## config.mk

```make
export PLATFORM = sky130hd
export DESIGN_NAME = soc_arbiter_ahb3
export DESIGN_NICKNAME = d
export VERILOG_FILES = /design/src/rtl/soc_arbiter_ahb3.sv
export SDC_FILE = /design/constraint.sdc
export NUM_CORES = 1
export LEC_CHECK = 0
export ABC_CLOCK_PERIOD_IN_PS = 1700
export CORE_AREA = 10 10 47 49
export DETAILED_ROUTE_END_ITERATION = 16
export DIE_AREA = 0 0 57 59
export PLACE_DENSITY = 0.74
export SETUP_SLACK_MARGIN = 0.5
export SYNTH_ARGS = -nofsm -noshare
export SYNTH_HDL_FRONTEND = slang
export SYNTH_SLANG_ARGS = --single-unit
export TNS_END_PERCENT = 10
```

## constraint.sdc

```tcl
create_clock -name clk_i -period 1.7 [get_ports clk_i]
set_input_delay 0.17 -clock clk_i [delete_from_list [all_inputs] [get_ports clk_i]]
set_output_delay 0.17 -clock clk_i [all_outputs]
set_load 0.02 [all_outputs]
```

## src/rtl/soc_arbiter_ahb3.sv

```systemverilog
// soc_arbiter_ahb3: registered address/data-phase arbiter for a shared AHB3-Lite bus.
// The address-phase owner is chosen round robin. Defining SOC_ARB_FIXED_PRIORITY_EN
// switches to lowest-index-wins and removes the rotating pointer.
// Bursts (SEQ/BUSY) and locked sequences keep the bus until they finish.
// bus_hold quiesces the bus, and bus_hold_ack reports when it is idle.
module soc_arbiter_ahb3 #(
  parameter int MASTERS = 2,
  localparam int MW = (MASTERS > 1) ? $clog2(MASTERS) : 1
) (
  input  logic                   clk_i,
  input  logic                   rst_i,
  input  logic [MASTERS-1:0]     m_hsel_i,
  input  logic [2*MASTERS-1:0]   m_htrans_i,
  input  logic [MASTERS-1:0]     m_hmastlock_i,
  input  logic                   s_hready_i,
  input  logic                   bus_hold,
  output logic [MASTERS-1:0]     master_gnt_o,
  output logic [MW-1:0]          master_sel_o,
  output logic [MW-1:0]          data_sel_o,
  output logic                   data_valid_o,
  output logic                   bus_hold_ack
);

  typedef enum logic [1:0] {
    ST_IDLE,
    ST_OWNED,
    ST_HOLD
  } state_t;

  state_t             state;
  logic [1:0]         htrans [MASTERS];
  logic [MASTERS-1:0] req;
  logic               owner_sticky;
  logic               win_found;
  logic [MW-1:0]      win_idx;

`ifndef SOC_ARB_FIXED_PRIORITY_EN
  logic [MW-1:0]      rr_ptr;
  int                 rr_idx;
`endif

  // Unpack per-master HTRANS and form requests (selected and NONSEQ/SEQ).
  always_comb begin
    req = '0;
    for (int i = 0; i < MASTERS; i++) begin
      htrans[i] = m_htrans_i[2*i +: 2];
      req[i]    = m_hsel_i[i] & m_htrans_i[2*i+1];
    end
  end

  // A burst in progress (SEQ/BUSY) or a locked sequence keeps the owner; dropping hsel releases it.
  assign owner_sticky = m_hsel_i[master_sel_o] &
                        (htrans[master_sel_o][0] | m_hmastlock_i[master_sel_o]);

`ifdef SOC_ARB_FIXED_PRIORITY_EN
  // Fixed priority: the lowest-index requester wins (reverse scan, the last hit is the lowest index).
  always_comb begin
    win_found = 1'b0;
    win_idx   = '0;
    for (int i = MASTERS-1; i >= 0; i--) begin
      if (req[i]) begin
        win_found = 1'b1;
        win_idx   = MW'(i);
      end
    end
  end
`else
  // Round robin: search ptr+1 .. ptr+MASTERS; the reverse scan leaves the nearest requester last.
  always_comb begin
    win_found = 1'b0;
    win_idx   = '0;
    rr_idx    = 0;
    for (int k = MASTERS; k >= 1; k--) begin
      rr_idx = int'(rr_ptr) + k;
      if (rr_idx >= MASTERS) rr_idx = rr_idx - MASTERS;
      if (req[rr_idx]) begin
        win_found = 1'b1;
        win_idx   = MW'(rr_idx);
      end
    end
  end
`endif

  // Ownership FSM, data-phase tracking and the hold handshake. Only the hold exit ignores s_hready_i.
  always_ff @(posedge clk_i or posedge rst_i) begin
    if (rst_i) begin
      state        <= ST_IDLE;
      master_gnt_o <= '0;
      master_sel_o <= '0;
      data_sel_o   <= '0;
      data_valid_o <= 1'b0;
      bus_hold_ack <= 1'b0;
`ifndef SOC_ARB_FIXED_PRIORITY_EN
      rr_ptr       <= MW'(MASTERS-1);
`endif
    end else begin
      if (state == ST_HOLD) begin
        if (!bus_hold) begin
          state        <= ST_IDLE;
          bus_hold_ack <= 1'b0;
        end else begin
          bus_hold_ack <= ~data_valid_o;
        end
      end
      if (s_hready_i) begin
        if ((|master_gnt_o) && req[master_sel_o]) begin
          data_sel_o   <= master_sel_o;
          data_valid_o <= 1'b1;
        end else begin
          data_valid_o <= 1'b0;
        end
        case (state)
          ST_IDLE: begin
            if (bus_hold) begin
              state <= ST_HOLD;
            end else if (win_found) begin
              state        <= ST_OWNED;
              master_gnt_o <= MASTERS'(1) << win_idx;
              master_sel_o <= win_idx;
`ifndef SOC_ARB_FIXED_PRIORITY_EN
              rr_ptr       <= win_idx;
`endif
            end
          end
          ST_OWNED: begin
            if (owner_sticky) begin
              state <= ST_OWNED;
            end else if (bus_hold) begin
              state        <= ST_HOLD;
              master_gnt_o <= '0;
            end else if (win_found) begin
              master_gnt_o <= MASTERS'(1) << win_idx;
              master_sel_o <= win_idx;
`ifndef SOC_ARB_FIXED_PRIORITY_EN
              rr_ptr       <= win_idx;
`endif
            end else begin
              state        <= ST_IDLE;
              master_gnt_o <= '0;
            end
          end
          default: begin
          end
        endcase
      end
    end
  end

endmodule

```

== Word level (Yosys, flattened, before mapping) ==
Cells that the tools add are included.
Storage, ports and cells
  input port bits: 12
  flip-flop bits (word level): 9
  logic and storage cells: 82
  memory bits (writable): 0
  output and inout bits: 6
  memories kept: 0
  bits in latches: 0
  ROM bits: 0
Operators by class
  reductions and logical operators: 7
  add/sub/neg operators: 4
  divide/modulo/power cells: 0
  shifts and indexed selects: 1
  equality and inequality tests: 5
  muxes and demuxes: 46
  multiply operators: 0
  magnitude comparators: 6
  bitwise operators: 6
Operators with widths (count)
  32-bit by 3-bit less-than comparator with 1-bit output, second input constant: 2
  32-bit two-way mux: 2
  1-bit two-way mux: 27
  2-bit two-way mux: 13
  2-bit one-hot mux with 2 select lines: 2
  2-bit != test, second input constant: 3
  5-bit AND reduction: 1
  2-bit >= comparator, second input constant: 2
  1-bit one-hot mux with 2 select lines: 2
  3-bit by 2-bit subtractor with 4-bit output, second input constant: 1
  1-bit by 2-bit adder with 3-bit output, second input constant: 1
  1-bit AND: 3
  3-bit by 2-bit >= comparator with 1-bit output, second input constant: 1
  3-bit AND reduction: 1
  2-bit by 2-bit subtractor with 3-bit output, second input constant: 1
  1-bit by 1-bit adder with 2-bit output, second input constant: 1
  2-bit by 1-bit equality test with 1-bit output, second input constant: 1
  2-bit equality test, second input constant: 1
  2-bit logical NOT: 1
  1-bit by 2-bit less-than comparator with 1-bit output, second input constant: 1
  1-bit inverter with 2-bit output: 1
  2-bit AND reduction: 1
  2-bit nonzero test: 1
  2-bit OR reduction: 1
  other kinds (4): 4

== Longest topological paths before layout ==
Gate-level depths: netlist of run 1.
  depth after elaboration: 13
  gate-level depth with buffers: 4
  depth with buffers taken out: 4

== Worst setup path after synthesis of run 1 ==
OpenSTA, ideal clock, no wires.
  kind: register -> register
  from: register master_sel_o
  to: register master_sel_o
  cell stages (with the launch flop): 5
  required time: 1.572 ns
  library setup time: 0.128 ns
  buffers on the path: 0
  arrival: 1.314 ns
  slack: 0.259 ns
  clock period less this slack: 1.441 ns
  cells stage by stage: dfrtp_1 or2b_1 o21ai_1 a21oi_2 mux2_1
On the way
  cells in the longest elaborated chain, start to end: 8
  elaborated cells on any way between the ends: 16
  those cells by class: eq/ne: 1; mux: 11; bitwise: 3; reduce/logical: 1
Ends and longest elaborated chain
  from (decl): RTL line 18  | output logic [MW-1:0] master_sel_o,
  from (signal assigned): RTL line 119  | master_sel_o <= win_idx;
  from (signal assigned): RTL line 133  | master_sel_o <= win_idx;
  1-bit inverter with 2-bit output (implied by the code): RTL line 53  | (htrans[master_sel_o][0] | m_hmastlock_i[master_sel_o]);
  1-bit two-way mux (implied by the code) (3 in a row): RTL line 53
  1-bit bitwise OR: RTL line 53
  1-bit AND: RTL line 52  | assign owner_sticky = m_hsel_i[master_sel_o] &
  2-bit != test (no source line)
  3-bit AND reduction (no source line)
Parallel ways exist; a longest one is shown, timed or not. The select of a mux whose other input is x is not followed.
A chain may end at the register's enable or synchronous reset.

== Worst setup path after layout of run 1 ==
  from: register master_sel_o
  to: register master_gnt_o[1]
On the way
  cells in the longest elaborated chain, start to end: 8
  elaborated cells on any way between the ends: 12
  those cells by class: eq/ne: 1; mux: 7; bitwise: 3; reduce/logical: 1
Ends and longest elaborated chain
  1-bit inverter with 2-bit output (implied by the code): RTL line 53
  1-bit two-way mux (implied by the code) (3 in a row): RTL line 53
  1-bit bitwise OR: RTL line 53
  1-bit AND (*): RTL line 52
  2-bit != test (no source line) (*)
  5-bit AND reduction (no source line) (*)
  to (signal assigned): RTL line 118  | master_gnt_o <= MASTERS'(1) << win_idx;
  to (signal assigned): RTL line 132  | master_gnt_o <= MASTERS'(1) << win_idx;
  to (decl): RTL line 17  | output logic [MASTERS-1:0] master_gnt_o,
Mark *: on every way between the ends. The rest lies on a longest branch, timed or not. The select of a mux whose other input is x is not followed.

==> metrics list, run 1 <==
- The setup check on the worst reg-to-reg path leaves a slack of 0.27 ns.
- Top area cells in the synthesized netlist: dfrtp_1 (46%), dfstp_2 (6.0%), mux2_1 (5.1%)
- Total overflow reported by the global router: 0
- Kind of end point of the critical path: flop
* CP Launch Type: flop
* Die area: 3360 um2
- The worst-case IR drop observed on VDD is approximately 0.00055 V.
- In the routed design, unresolved DRC markers number 0.
- For this run, the top clock speed supported by timing is between 600 and 700 MHz.
* CTS tree: done
- After synthesis the cells add up to 439 um2.
- Class of the tightest hold or removal check: in -> async
- Along the worst path, the maximum fanout reaches 3.
- Status: complete, no violations
- Measured against its own limit, the worst slew margin works out to around 76%.
- The final critical path takes up 84.0% of the cycle.
* Post-synth cell types: 23
* Top cell type's share of synthesized area: a little under half
- The initial antenna violation count came to 0.
- In this run the critical register-to-register path is launched from master_sel_o$_DFFE_PP0P_.
- Source-to-sink clock delay at the later pin of the worst-skew pair: about 0.27 ns
- Hold timing on the final database bottoms out at a slack of approximately 0.16 ns.
- Number of ports placed on the die boundary: 18
- The commonest cells after synthesis are dfrtp_1 (8), inv_1 (4), nand2_1 (4).
- Total track usage: 8.45%
- The max-slew violation count is 0.
- CTS clock-pin slew for the worst setup and hold paths: 0.06 ns
* Reg-to-reg endpoint: master_gnt_o[1]$_DFFE_PP0P_
- On the worst path, the slowest cell contributes a delay of 0.41 ns.
- Worst Path Required: roughly 1.9 ns
- Share of async-settable or async-resettable flops after synthesis: 100%
- Cell taking the most area after synthesis: dfrtp_1
- Final setup margin: between 0.2 and 0.3 ns
* Synth Warn #: 0
- Entering global routing, the biggest net connects 10 pins.
- Setup violations, final: 0
* Number of placed cells counting well taps: 81
* Finished Layout Cells: 87
- First-pass GRT wire length: 2290 um
- Most frequent cell after synthesis: dfrtp_1
* Cell chosen for the clock root: clkbuf_4
- Among all flip-flop cells after synthesis, the most frequent one is dfrtp_1.
- Counting cells, the worst reg-to-reg path comes to 5.
* Maximum clock insertion buffer count: 2
- Setup repair after global routing missed its margin: yes
- Power density over the cells: approximately 1300 nW/um2
- Post-Syn Area per Cell: between 10 and 15 um2
- Count of input and output buffers: 17
* Hold buffer count at cts: 0
- Number of instances in the synthesized netlist: 41
* Die H: around 60 um
- Max-cap check violation count: 0
- The worst setup path is of the reg -> reg kind.
- Avg WL per Cell: 14.0 um
- Slew at the pin closest to its max-slew limit: 0.363 ns
- Number of vias per cell after detailed routing: ~5.2
- Fill cells in the final layout number around 140.
- The via count of the first global-routing pass came to ~530.
- Before antenna repair, the detailed router went through 3 iterations.
- Remaining antenna violation count after routing: 0
- Summing all multi-input logic gate instances after layout gives roughly 200 um2.
- Number of register bits inferred by synthesis: 9
- Fraction of layout cells with a size suffix above 1: about 28%
- Hold Vio Cnt, Final: 0
- TritonCTS buffer count: 3
* Number of enable flip-flop cells after synthesis: 0
- Ant diodes: 0
- Leakage dissipation: between 0.0003 and 0.0004 uW
* Via count: around 450
* Cell row count: 14
- Final layout net count: 84
* Sequential cell area fraction in the yosys report: 51.6%
- Fin crit period: around 1.4 ns
- After floorplanning, the core was sized to cover roughly 1400 um2.
- Post-place setup slack: -0.133 ns
* Maximum clock skew at final layout: roughly 0.00092 ns
- Cell chain of the critical path: or2b_1, o21ai_2, a21oi_2, buf_4, a22o_1
* CTS HTree Levels: 1
- The number of nets in the synthesized netlist is 53.
- Area occupied by registers: approximately 230 um2
- The area growth from synthesis to layout is 65.2%.
* Die width: around 57 um
- Total Negative Setup Slacks: 0 ns
- Once detailed placement completed, the half-perimeter wirelength came to ~1000 um.
- Clock tree synthesis found a total of 9 sinks.
- Measured on the finished design, the core utilization comes to roughly half.
- Worst Path Arrival: ~1.6 ns
- For this block, the initial DRC count from the detailed router was 5.
* Post-Route WL: approximately 1200 um
* Initial Utilization: between 30% and 40%
- The slowest stage of the critical path is the dfrtp_2 cell.
- Routability-driven placement finished with a final weighted congestion of 0.725.
-- cell type report --
cell class / count / share of cell area [%]
multi-input combinational: 27 / 27.8
timing repair buffer: 26 / 31.9
inverter: 5 / 2.59
sequential: 9 / 31.4
tap: 16 / 2.76
clock buffer: 4 / 3.62
-- layout by cell type (no fill, tap or decap), drive strengths merged, types with 2 or more instances in the layout --
cell type | netlist | routed
dfrtp | 8 | 8
o21ai | 4 | 4
clkdlybuf4s50 | 0 | 9
a21oi | 2 | 2
inv | 5 | 5
nand2 | 4 | 4
a22o | 2 | 2
buf | 0 | 9
clkbuf | 0 | 4
dlygate4sd2 | 0 | 7
mux2 | 4 | 4
-- worst max path at each step --
stage,depth (start not counted),from,slack (ns),endpoint
final,5,master_sel_o$_DFFE_PP0P_,0.27,master_gnt_o[1]$_DFFE_PP0P_
after global routing,5,master_sel_o$_DFFE_PP0P_,0.22,master_gnt_o[0]$_DFFE_PP0P_
after CTS,1,master_gnt_o[0]$_DFFE_PP0P_,0.27,master_gnt_o[0]
after detailed placement,5,s_hready_i,-0.13,master_sel_o$_DFFE_PP0P_
after global placement,5,m_htrans_i[1],-0.09,master_sel_o$_DFFE_PP0P_
after floorplan,4,master_sel_o$_DFFE_PP0P_,0.34,master_sel_o$_DFFE_PP0P_
-- routing by layer --
| layer | up-vias | global-route usage, % | wire length (um) |
|---|---|---|---|
| met2 | 14 | 14.4 | 613 |
| met5 | - | 0 | 0 |
| met3 | 3 | 4.51 | 136 |
| met4 | 0 | 5.03 | 22 |
| met1 | 219 | 7.88 | 443 |
| li1 | 213 | - | - |
-- worst max-delay path, delay by kind of cell (launching register included) --
| family | cells | cell delay, ns |
|---|---|---|
| buffers and inverters | 1 | 0.15 |
| AO/OA/AOI/OAI | 3 | 0.50 |
| AND/OR/NAND/NOR | 1 | 0.26 |
| flip-flops | 1 | 0.41 |
-- metrics by stage --
stage	area, um2	total power [uW]
floorplan	444	545
global placement	687	736
detailed placement	687	743
CTS	723	922
global route	726	979
finish	726	914
-- repair_timing --
action | 4_1_cts | 5_1_grt
endpoints found under the setup margin | 13 | 11
gates resized for setup | 8 | 1
pin swaps | 3 | 0
buffers inserted | 2 | 0
-- registers in the layout, summed over array words and instances (netlist names) --
register	count
bus_hold_ack	1
data_sel_o	1
data_valid_o	1
master_gnt_o	2
master_sel_o	1
rr_ptr	1
state	2
-- logic make-up (layout without fill, tap and decap cells) --
| group | after synthesis | count (layout) | share of synthesized area, % |
|---|---|---|---|
| buffers and inverters | 5 | 35 | 4.27 |
| AOI/OAI and AO/OA | 16 | 16 | 26.5 |
| and+or+nand+nor | 7 | 7 | 7.41 |
| DFF | 9 | 9 | 51.6 |
| muxes | 4 | 4 | 10.3 |
-- power breakdown --
group	leakage [uW]	switching (uW)	internal (uW)	total [uW]
Clock	0.0000150	84.7	91.0	176
Sequential	0.000112	58.9	299	357
Combinational	0.000236	180	201	381
(Power assumes the default switching activity.)
==> inputs of run 2 (changes only) <==
--- a/config.mk
+++ b/config.mk
@@ -5,7 +5,7 @@
 export SDC_FILE = /design/constraint.sdc
 export NUM_CORES = 1
 export LEC_CHECK = 0
-export ABC_CLOCK_PERIOD_IN_PS = 1700
+export ABC_CLOCK_PERIOD_IN_PS = 1350
 export CORE_AREA = 10 10 47 49
 export DETAILED_ROUTE_END_ITERATION = 16
 export DIE_AREA = 0 0 57 59
==> constraint.sdc (replaced) <==
create_clock -name clk_i -period 1.35 [get_ports clk_i]
set_input_delay 0.135 -clock clk_i [delete_from_list [all_inputs] [get_ports clk_i]]
set_output_delay 0.135 -clock clk_i [all_outputs]
set_load 0.02 [all_outputs]
==> metrics list, run 2 (synthesis gave the netlist of run 1 again) <==
* Status: finished, violations left
- Failing checks: negative setup slack
* Power share of the sequential group: between 30% and 40%
- The largest single stage delay on the critical path is around 0.42 ns.
* Setup repair after global routing missed its margin: yes
- Number of placed cells counting well taps: 83
- Hold Vio Cnt, Final: 0
- DP Wirelength: between 1000 and 1500 um
* Initial Utilization: between 30% and 40%
- Power Internal: 802 uW
- Signed area change from the synthesized netlist to the final layout: 73.5%
- CTS saw 9 sinks.
* Remaining antenna violation count after routing: 0
- Number of vias per cell after detailed routing: 4.98
* Buffers inserted during post-CTS setup optimization: 0
- Power density over the cells: about 1700 nW/um2
- Before CTS, the worst setup slack after placement is -0.457 ns.
- The clock network burns 17.3% of the power.
- For the worst-skew pair, the clock arrives at the later sink with an insertion delay of 0.26 ns.
* Slew Limit Fails: 0
* Total track usage: just over 8%
- Grouping stages by cell kind, the critical path spends the most delay in compound AO/OA/AOI/OAI gates.
- The floorplan step defined a die boundary enclosing roughly 3400 um2.
- The repair_antennas step left the layout with diodes totalling 0.
* Worst-path fanout max: 3
- Most frequent cells in the layout: buf_4 (10), dfrtp_1 (6), clkdlybuf4s50_1 (6)
- Sw Share: 36.4%
- Leaving out fill and tap cells, the most frequent cell in the layout is buf_4.
- The first detailed-routing pass took 4 iterations.
- After the flow finishes, the layout carries non-filler instances totaling 87.
- After global routing the overflow that remains totals 0.
- The startpoint identified for the worst register-to-register timing path is master_sel_o$_DFFE_PP0P_.
- Share of the cycle needed by the critical path after routing: 105%
* Kind of end point of the critical path: flop
- Global routing used roughly 14% of the available met2 tracks.
- The final layout contains routed wiring with a total length of between 1000 and 1500 um.
- Max-cap violations in this run came to 0.
- The routed design could run at a clock period as short as roughly 1.4 ns.
- met2 is the most crowded layer.
- Met3 track demand over resource: between 3 and 4%
- In this run, the number of DRC markers left after iteration 0 of detailed routing was 3.
* Maximum number of pins on one net before global-route repair: 10
- Post-route DRC: 0
- The first global-routing pass estimated ~2200 um of wire.
- The die is ~59 um tall.
- The slowest stage of the critical path belongs to the cell dfrtp_2.
- At the end of routability-driven placement, the weighted congestion stood at about 0.8.
- Worst IR drop on VDD: between 0.0008 and 0.0009 V
* Global-route track usage on met1: approximately 8.5%
- Via count of the first global-routing pass: 491
- TritonCTS created 3 clock buffers.
- The worst setup path is launched from a flop.
- Leakage dissipation: around 0.00037 uW
- STA puts the critical path data arrival time at approximately 1.6 ns.
* Avg WL per Cell: 14.6 um
- The critical path is of the reg -> reg type.
- The initialized floorplan defines 14 standard-cell rows.
- CTS HTree Levels: 1
- In this run the power spent charging and discharging nets is roughly 460 uW.
- Initial antenna violation count: 0
- Setup violations, final: 4
- Maximum clock skew at final layout: 0.00500 ns
* Largest registers ranked by flip-flop count: master_gnt_o: 2 flops, state: 2 flops
- Slew at the pin closest to its max-slew limit: 0.337 ns
- In the final layout, the share of cells above drive strength 1 is between 40% and 50%.
- Maximum clock insertion buffer count: 2
- For the worst setup path, the data required time is around 1.5 ns.
- The number of buffers and inverters on the critical path is 1.
* CTS tree: done
* Cell chosen for the clock root: clkbuf_4
* Cell chain of the critical path: or2b_1, o21ai_2, a21oi_2, buf_4, a22o_1
- Count of input and output buffers: 17
- Hold buffer count at cts: 0
- Counting the fill cells in the layout gives between 100 and 150.
- Worst-case headroom to the max-slew limit: between 70% and 80%
* Class of the tightest hold or removal check: in -> async
- Number of ports placed on the die boundary: 18
- Once routing completed, OpenROAD measured the worst setup slack at -0.0608 ns.
* Via count: 433
* Total Negative Setup Slacks: -0.185 ns
- Tightest hold margin: 0.119 ns
- The core region is roughly 1400 um2.
- After clock tree synthesis, the clock-pin slew on the worst setup and hold paths is 0.07 ns.
- From left edge to right edge, the die measures between 50 and 60 um.
- Final layout net count: 84
* Combinational share of power: around 45%
* Launching element of the worst setup path: master_sel_o$_DFFE_PP0P_
* Max frequency: between 700 and 800 MHz
[run 2: changes by cell type in the layout (fill, tap and decap cells not counted), moves of 2 or more]
cell	change
mux2_4	+2
clkdlybuf4s50_1	-3
dlygate4sd2_1	-2
o21ai_0	-2
buf_6	+5
[run 2: power by group through the flow]
stage,Clock (uW),Sequential (uW),Combinational [uW]
after detailed placement,0,458,499
after global routing,235,497,607
after CTS,221,472,556
final,218,480,563
after global placement,0,455,492
after floorplan,0,535,151
[run 2: final cells by class]
| cell class | instances | area (um2) | share of cell area [%] |
|---|---|---|---|
| Timing Repair Buffer | 26 | 235 | 30.9 |
| Multi-Input combinational cell | 27 | 233 | 30.5 |
| Sequential cell | 9 | 229 | 30.0 |
| Clock buffer | 4 | 26.3 | 3.45 |
| Tap cell | 16 | 20.0 | 2.63 |
| Inverter | 5 | 18.8 | 2.46 |
[run 2: worst paths after layout]
check / endpoint / slack (ns) / depth (start not counted)
hold reg to reg: bus_hold_ack$_DFFE_PP0N_ / 0.52 / 2
max in group asynchronous: rr_ptr$_DFFE_PP1P_ / 0.93 / 2
hold / removal: data_sel_o$_DFFE_PP0P_ / 0.12 / 2
setup reg to reg: master_gnt_o[0]$_DFFE_PP0P_ / -0.06 / 5
setup / recovery: master_gnt_o[0]$_DFFE_PP0P_ / -0.06 / 5
min in group clk_i: state[1]$_DFF_PP0_ / 0.39 / 4
[run 2: worst reg2reg max path, cell delays in order, from the launching register on]
cell and delay [ns]:
dfrtp_2 0.42, or2b_1 0.25, o21ai_2 0.16, a21oi_2 0.11
buf_4 0.15, a22o_1 0.22
[run 2: what timing repair did]
item / CTS / global route
gates resized for setup: 47 / 3
endpoints found under the setup margin: 15 / 15
pin swaps: 6 / 3
[run 2: per-stage QoR]
step | instance area (um2) | power (uW) | utilization, %
2_1_floorplan | 444 | 686 | -
3_3_place_gp | 702 | 947 | 50.1
3_5_place_dp | 702 | 957 | 50.1
4_1_cts | 754 | 1250 | 53.8
5_1_grt | 762 | 1340 | 54.4
6_report | 762 | 1260 | 54.4
[run 2: per-layer routing]
layer  routed length, um  vias up
met2                 633       13
met3                 108        4
met5                   0        -
li1                    -      210
met1                 515      206
met4                  14        0
